File: config.mk
export PLATFORM = sky130hd
export DESIGN_NAME = cheat_loader
export DESIGN_NICKNAME = d
export VERILOG_FILES = /design/src/rtl/cheat_pkg.sv /design/src/rtl/cheat_rec_assembler.sv /design/src/rtl/cheat_loader.sv
export SDC_FILE = /design/constraint.sdc
export NUM_CORES = 1
export LEC_CHECK = 0
export ABC_AREA = 0
export CAP_MARGIN = 10
export CORE_MARGIN = 3
export CORE_UTILIZATION = 35
export CTS_CLUSTER_SIZE = 25
export DETAILED_ROUTE_END_ITERATION = 8
export DONT_BUFFER_PORTS = 1
export GPL_TIMING_DRIVEN = 0
export SLEW_MARGIN = 20
export SYNTH_ARGS = -nofsm -noshare
export SYNTH_HDL_FRONTEND = slang
export SYNTH_SLANG_ARGS = --single-unit
File: constraint.sdc
create_clock -name i_clk -period 6.25 [get_ports i_clk]
set_input_delay 1.25 -clock i_clk [delete_from_list [all_inputs] [get_ports i_clk]]
set_output_delay 1.25 -clock i_clk [all_outputs]
set_load 0.05 [all_outputs]
File: src/rtl/cheat_pkg.sv
// Shared state encoding, record layout and helpers for the cheat loader.
// Defining CHEAT_LOADER_CHECKSUM_EN appends a checksum byte to every record.
package cheat_pkg;

    typedef enum logic [2:0] {
        IDLE,
        COLLECT,
        CHECK,
        WRITE,
        WAIT_ACK,
        DONE
    } cheat_state_t;

    localparam int REC_W      = 128;
    localparam int DATA_BYTES = REC_W / 8;

    localparam int SLOT_HI    = 111;
    localparam int SLOT_LO    = 104;
    localparam int CMP_EN_BIT = 96;
    localparam int ADDR_HI    = 79;
    localparam int ADDR_LO    = 64;
    localparam int CMP_HI     = 39;
    localparam int CMP_LO     = 32;
    localparam int REPL_HI    = 7;
    localparam int REPL_LO    = 0;

    localparam logic [1:0] CHEAT_WB_ADDR_DATA = 2'h1;

`ifdef CHEAT_LOADER_CHECKSUM_EN
    localparam int CHEAT_REC_BYTES = DATA_BYTES + 1;
`else
    localparam int CHEAT_REC_BYTES = DATA_BYTES;
`endif

    localparam int IDX_W = $clog2(CHEAT_REC_BYTES + 1);

    function automatic logic [7:0] sat_inc(input logic [7:0] v);
        return (v == 8'hFF) ? v : v + 8'd1;
    endfunction

endpackage

File: src/rtl/cheat_rec_assembler.sv
// Byte-to-record shift register with byte index and, under
// CHEAT_LOADER_CHECKSUM_EN, a running modulo-256 sum of the record bytes.
module cheat_rec_assembler
    import cheat_pkg::*;
(
    input  logic             clk,
    input  logic             rst,
    input  logic             clear,
    input  logic             take,
    input  logic [7:0]       data_byte,
    output logic [REC_W-1:0] rec,
    output logic             held,
    output logic             last,
    output logic             sum_ok
);

    localparam logic [IDX_W-1:0] LAST_IDX = IDX_W'(CHEAT_REC_BYTES - 1);
    localparam logic [IDX_W-1:0] DATA_END = IDX_W'(DATA_BYTES);

    logic [IDX_W-1:0] idx;

    assign held = (idx != '0);
    assign last = take && (idx == LAST_IDX);

    // Record contents survive a clear so the bus write can still present them.
    always_ff @(posedge clk or posedge rst) begin
        if (rst) begin
            idx <= '0;
            rec <= '0;
        end else if (clear) begin
            idx <= '0;
        end else if (take) begin
            idx <= idx + 1'b1;
            if (idx < DATA_END)
                rec <= {rec[REC_W-9:0], data_byte};
        end
    end

`ifdef CHEAT_LOADER_CHECKSUM_EN
    logic [7:0] sum;

    always_ff @(posedge clk or posedge rst) begin
        if (rst)
            sum <= 8'h00;
        else if (clear)
            sum <= 8'h00;
        else if (take)
            sum <= sum + data_byte;
    end

    assign sum_ok = (sum == 8'h00);
`else
    assign sum_ok = 1'b1;
`endif

endmodule

File: src/rtl/cheat_loader.sv
// Collects cheat records from a byte stream, validates them and writes each
// accepted record over Wishbone. Optional checksum: CHEAT_LOADER_CHECKSUM_EN.
module cheat_loader
    import cheat_pkg::*;
#(
    parameter int MAX_CHEATS = 4,
    parameter int WB_TIMEOUT = 255
) (
    input  logic         i_clk,
    input  logic         i_reset,
    input  logic         i_load_start,
    input  logic         i_load_end,
    input  logic         i_byte_valid,
    input  logic [7:0]   i_byte,
    output logic         o_byte_ready,
    output logic         o_wb_cyc,
    output logic         o_wb_stb,
    output logic         o_wb_we,
    output logic [1:0]   o_wb_addr,
    output logic [128:0] o_wb_data,
    input  logic         i_wb_ack,
    input  logic         i_wb_stall,
    input  logic         i_wb_err,
    output logic         o_cheats_loaded,
    output logic [7:0]   o_cheat_count,
    output logic [7:0]   o_reject_count,
    output logic         o_busy
);

    localparam int TMO_W = (WB_TIMEOUT > 1) ? $clog2(WB_TIMEOUT) : 1;
    localparam logic [TMO_W-1:0] TMO_LAST = TMO_W'(WB_TIMEOUT - 1);

    cheat_state_t     state, next;
    logic [REC_W-1:0] rec;
    logic             take, held, last, sum_ok, slot_ok;
    logic             asm_clear, cheat_inc, rej_inc, end_pending;
    logic [7:0]       slot;
    logic [TMO_W-1:0] timer;
    cheat_state_t     after;

    cheat_rec_assembler u_asm (
        .clk       (i_clk),
        .rst       (i_reset),
        .clear     (asm_clear),
        .take      (take),
        .data_byte (i_byte),
        .rec       (rec),
        .held      (held),
        .last      (last),
        .sum_ok    (sum_ok)
    );

    assign take    = o_byte_ready && i_byte_valid;
    assign slot    = rec[SLOT_HI:SLOT_LO];
    assign slot_ok = (slot != 8'd0) && (int'(slot) <= MAX_CHEATS);

    // A stop request seen mid-record takes effect once that record resolves.
    assign after = (end_pending || i_load_end) ? DONE : COLLECT;

    always_comb begin
        next      = state;
        asm_clear = 1'b0;
        cheat_inc = 1'b0;
        rej_inc   = 1'b0;
        case (state)
            COLLECT: begin
                if (i_load_end) begin
                    next      = DONE;
                    asm_clear = 1'b1;
                    rej_inc   = held || take;
                end else if (last) begin
                    next = CHECK;
                end
            end
            CHECK: begin
                asm_clear = 1'b1;
                if (slot_ok && sum_ok) begin
                    next = WRITE;
                end else begin
                    rej_inc = 1'b1;
                    next    = after;
                end
            end
            WRITE: begin
                if (!i_wb_stall) begin
                    if (i_wb_ack) begin
                        cheat_inc = 1'b1;
                        next      = after;
                    end else if (i_wb_err) begin
                        rej_inc = 1'b1;
                        next    = after;
                    end else begin
                        next = WAIT_ACK;
                    end
                end
            end
            WAIT_ACK: begin
                if (i_wb_ack) begin
                    cheat_inc = 1'b1;
                    next      = after;
                end else if (i_wb_err || timer == TMO_LAST) begin
                    rej_inc = 1'b1;
                    next    = after;
                end
            end
            default: ;
        endcase
        if (i_load_start) begin
            next      = COLLECT;
            asm_clear = 1'b1;
            cheat_inc = 1'b0;
            rej_inc   = 1'b0;
        end
    end

    always_ff @(posedge i_clk or posedge i_reset) begin
        if (i_reset)
            state <= IDLE;
        else
            state <= next;
    end

    always_ff @(posedge i_clk or posedge i_reset) begin
        if (i_reset)
            timer <= '0;
        else if (state != WAIT_ACK)
            timer <= '0;
        else
            timer <= timer + 1'b1;
    end

    always_ff @(posedge i_clk or posedge i_reset) begin
        if (i_reset)
            end_pending <= 1'b0;
        else if (i_load_start || state == DONE)
            end_pending <= 1'b0;
        else if (i_load_end && o_busy)
            end_pending <= 1'b1;
    end

    always_ff @(posedge i_clk or posedge i_reset) begin
        if (i_reset) begin
            o_cheat_count  <= 8'h00;
            o_reject_count <= 8'h00;
        end else if (i_load_start) begin
            o_cheat_count  <= 8'h00;
            o_reject_count <= 8'h00;
        end else begin
            if (cheat_inc)
                o_cheat_count <= sat_inc(o_cheat_count);
            if (rej_inc)
                o_reject_count <= sat_inc(o_reject_count);
        end
    end

    // Bus outputs decode straight from state so reset drops them at once.
    assign o_byte_ready    = (state == COLLECT);
    assign o_busy          = (state == CHECK) || (state == WRITE) || (state == WAIT_ACK);
    assign o_cheats_loaded = (state == DONE);
    assign o_wb_cyc        = (state == WRITE) || (state == WAIT_ACK);
    assign o_wb_stb        = (state == WRITE);
    assign o_wb_we         = (state == WRITE);
    assign o_wb_addr       = (state == WRITE) ? CHEAT_WB_ADDR_DATA : 2'h0;
    assign o_wb_data       = (state == WRITE) ? {1'b0, rec} : '0;

endmodule

==> flow_summary.yaml <==
yosys:
  synth_top_area_share_pct: 52.5
  syn_area_um2: 7670
  seq_area_frac_synth_pct: 52.5
  synth_top_family_by_area: "multiplexers"
  synth_compound_area_share_pct: 3.41
  synthDistinctLibCells: 49
  avgSynthCellArea_um2: 11.9
  synth-edff-count: 0
  syn_inst: 643
  synthFlopType: "dfrtp_1"
  synth_xor_area_share_pct: 1.83
  yosysWarnings: 0
  synthAdderAreaFrac_pct: 1.14
  synth.top_cells.by_area: "dfrtp_1, mux2_2, and3_1"
  synthArstFlopShare_pct: 100
  synth-simple-area-share_pct: 17.1
  synth-seq-cells: 161
  synth_top_area_cell: "dfrtp_1"
  synthMuxAreaShare_pct: 19.6
setup_path:
  slowest_stage: "clkbuf_1"
  startpoint_type: "register"
  crit_start: "state[1]"
  end_kind: "output pin"
  crit_type: "register to output pin"
  path_max_fanout: 10
  path_common_cell: "clkbuf_1"
  crit_required_ns: 5.00
  r2r-end: "u_asm.rec[49]"
  arrival_ns: 2.97
  reg2reg_setup_slack_ns: 3.60
  cp_cell_sequence: "buf_6, nor2b_1, clkbuf_1, clkbuf_1, and3_1"
  cpPeakStageDelay_ns: 0.60
  r2r_start: "state[1]"
  worst_r2r_path_depth: 9
outcome:
  status: "finished, final reports clean"
route:
  vias: 5147
  routed-wl-met2_um: 9080
  wl_met3_um: 1460
  via_per_inst: 5.40
  drt-met1-wl_um: 8230
  first_iter_violations: 276
  drt_pass1_iterations: 4
  top_layer_used: "met4"
  drc: 0
  antenna_left: 0
  wire_per_inst_um: 20.0
  wl_um: 19100
final_layout:
  drive_above_1_share_pct: 28.9
  final_common_cell: "dfrtp_1"
  postLayoutCoreUtil_pct: 40.8
  nNetsFinal: 689
  nFillCells: 1993
  finalNonFillerCells: 954
  antenna_cells: 0
  area.growth.synth_to_final_pct: 13.3
  layout_common_cells: "dfrtp_1, and3_1, mux2_2"
  fin_area_um2: 8690
hold_path:
  hp-class: "register to register"
  min_delay_worst_endpoint: "u_asm.rec[122]"
  min-delay-start: "u_asm.rec[122]"
  min_path_cells: 1
global_route:
  gr-total-overflow: 0
  antenna_found_initial: 0
  grt_max_degree: 87
  grt_first_pass_wirelength_um: 30000
  grt_pass1_vias: 5369
  grt_use_total_pct: 16.0
pwr:
  intPower_mw: 2.16
  power_density_nw_per_um2: 389
  ir_worst_vdd_v: 0.000200
  p_seq_share_pct: 42.8
  p_leak_nw: 4.45
  totalPowerFinal_mw: 3.38
  sw_frac_of_total_pct: 36.3
  clkPwrFrac_pct: 31.7
  combPwrFrac_pct: 25.5
  switching_power_mw: 1.23
placed_design:
  placed_area_um2: 8070
  place_hpwl_um: 13800
  dp_slack_ns: 2.45
  gp_congestion: 0.870
  io_buffers: 0
  dp_cells: 922
timing:
  worst_pin_slew_ns: 1.03
  slew_violations: 0
  final-setup-viol-count: 0
  setup_tns_ns: 0
  fmax_mhz: 237
  period_share_pct: 67.5
  fin_skew_ns: 0.0118
  final_hold_viol_count: 0
  whs_ns: 0.504
  worst_slack_ns: 2.03
  relSlewSlack_pct: 31.2
  fin_crit_ns: 4.22
  rsz0062_at_grt: "false"
clocking:
  cts.sinks: 161
  clkTransAtPathRegs_ns: 0.07
  cts_setup_buffers: 0
  clock_latency_ns: 0.42
  clock_path_buffers: 2
  cts_resized: 0
  htreeDepth: 4
  root_buffer: "clkbuf_16"
  cts_tree: "built"
  cts_made_buffers: 17
  hold_buffers: 0
floorplan:
  die_w_um: 154
  start_util_pct: 36.0
  placementRows: 53
  die_area_um2: 23700
  io_pins: 169
  fp.dieH_um: 154
  core_um2: 21300
job:
  drv_cap: 0
[critical path: cells and delay by family (launching register included)]
family | cells | cell delay, ns
flip-flops | 1 | 0.43
AND/OR/NAND/NOR | 2 | 0.95
buffers and inverters | 3 | 1.15
[power by group through the flow]
stage	Clock [mW]	Sequential, mW	Combinational, mW
after floorplan	0	1.37	0.723
final	1.07	1.45	0.864
after global placement	0	1.46	0.826
after detailed placement	0	1.46	0.866
after global routing	1.15	1.47	0.943
after CTS	1.10	1.45	0.870
[registers in the layout (all words and copies together), names as in the netlist]
signal,flops
state,3
u_asm.rec,128
end_pending,1
u_asm.idx,5
timer,8
o_reject_count,8
o_cheat_count,8
[how the worst max path moves through the flow]
stage / to / slack (ns) / cells past startpoint
2_1_floorplan: end_pending / 0.65 / 1
3_3_place_gp: o_cheat_count[5] / -0.87 / 1
3_5_place_dp: o_wb_data[101] / 2.45 / 5
4_1_cts: o_wb_data[101] / 1.98 / 5
5_1_grt: o_wb_data[101] / 1.78 / 5
6_report: o_wb_data[89] / 2.03 / 5
[layer usage]
metal  vias up  track usage [%]
li1       2329                -
met1      2631             21.3
met2       165             25.6
met3        22             4.48
met4         0             4.84
met5         -                0
[cell type report]
cell class / count / area, um2 / area share [%]
multi-input cells: 417 / 3320 / 38.1
well taps: 275 / 344 / 3.96
repair buffers: 3 / 38.8 / 0.446
plain buffers: 56 / 299 / 3.44
inverters: 10 / 45.0 / 0.518
clock inverters: 15 / 195 / 2.25
clock buffers: 17 / 425 / 4.89
flip-flops and latches: 161 / 4030 / 46.4
[cell families after synthesis]
| logic type | after synthesis |
|---|---|
| and+or+nand+nor | 221 |
| buffers and inverters | 66 |
| AOI/OAI and AO/OA | 38 |
| muxes | 133 |
| DFF | 161 |
| adders and majority gates | 7 |
| other | 1 |
| xor gates and xnor gates | 16 |
[Yosys cell counts, types with 4 or more instances]
cell and number:
dfrtp_1 161, and3_1 132, mux2_2 124, nor2_1 32, clkbuf_1 31, buf_4 18
a21oi_1 12, inv_1 10, xor2_1 10, nand3_1 9, nand2_1 8, ha_1 7
nor3_1 7, nor2b_1 6, o21ai_0 6, xnor2_1 6, buf_2 5, mux2_1 4
nand4_1 4, or4_1 4
Power figures use the tool's default switching activity.
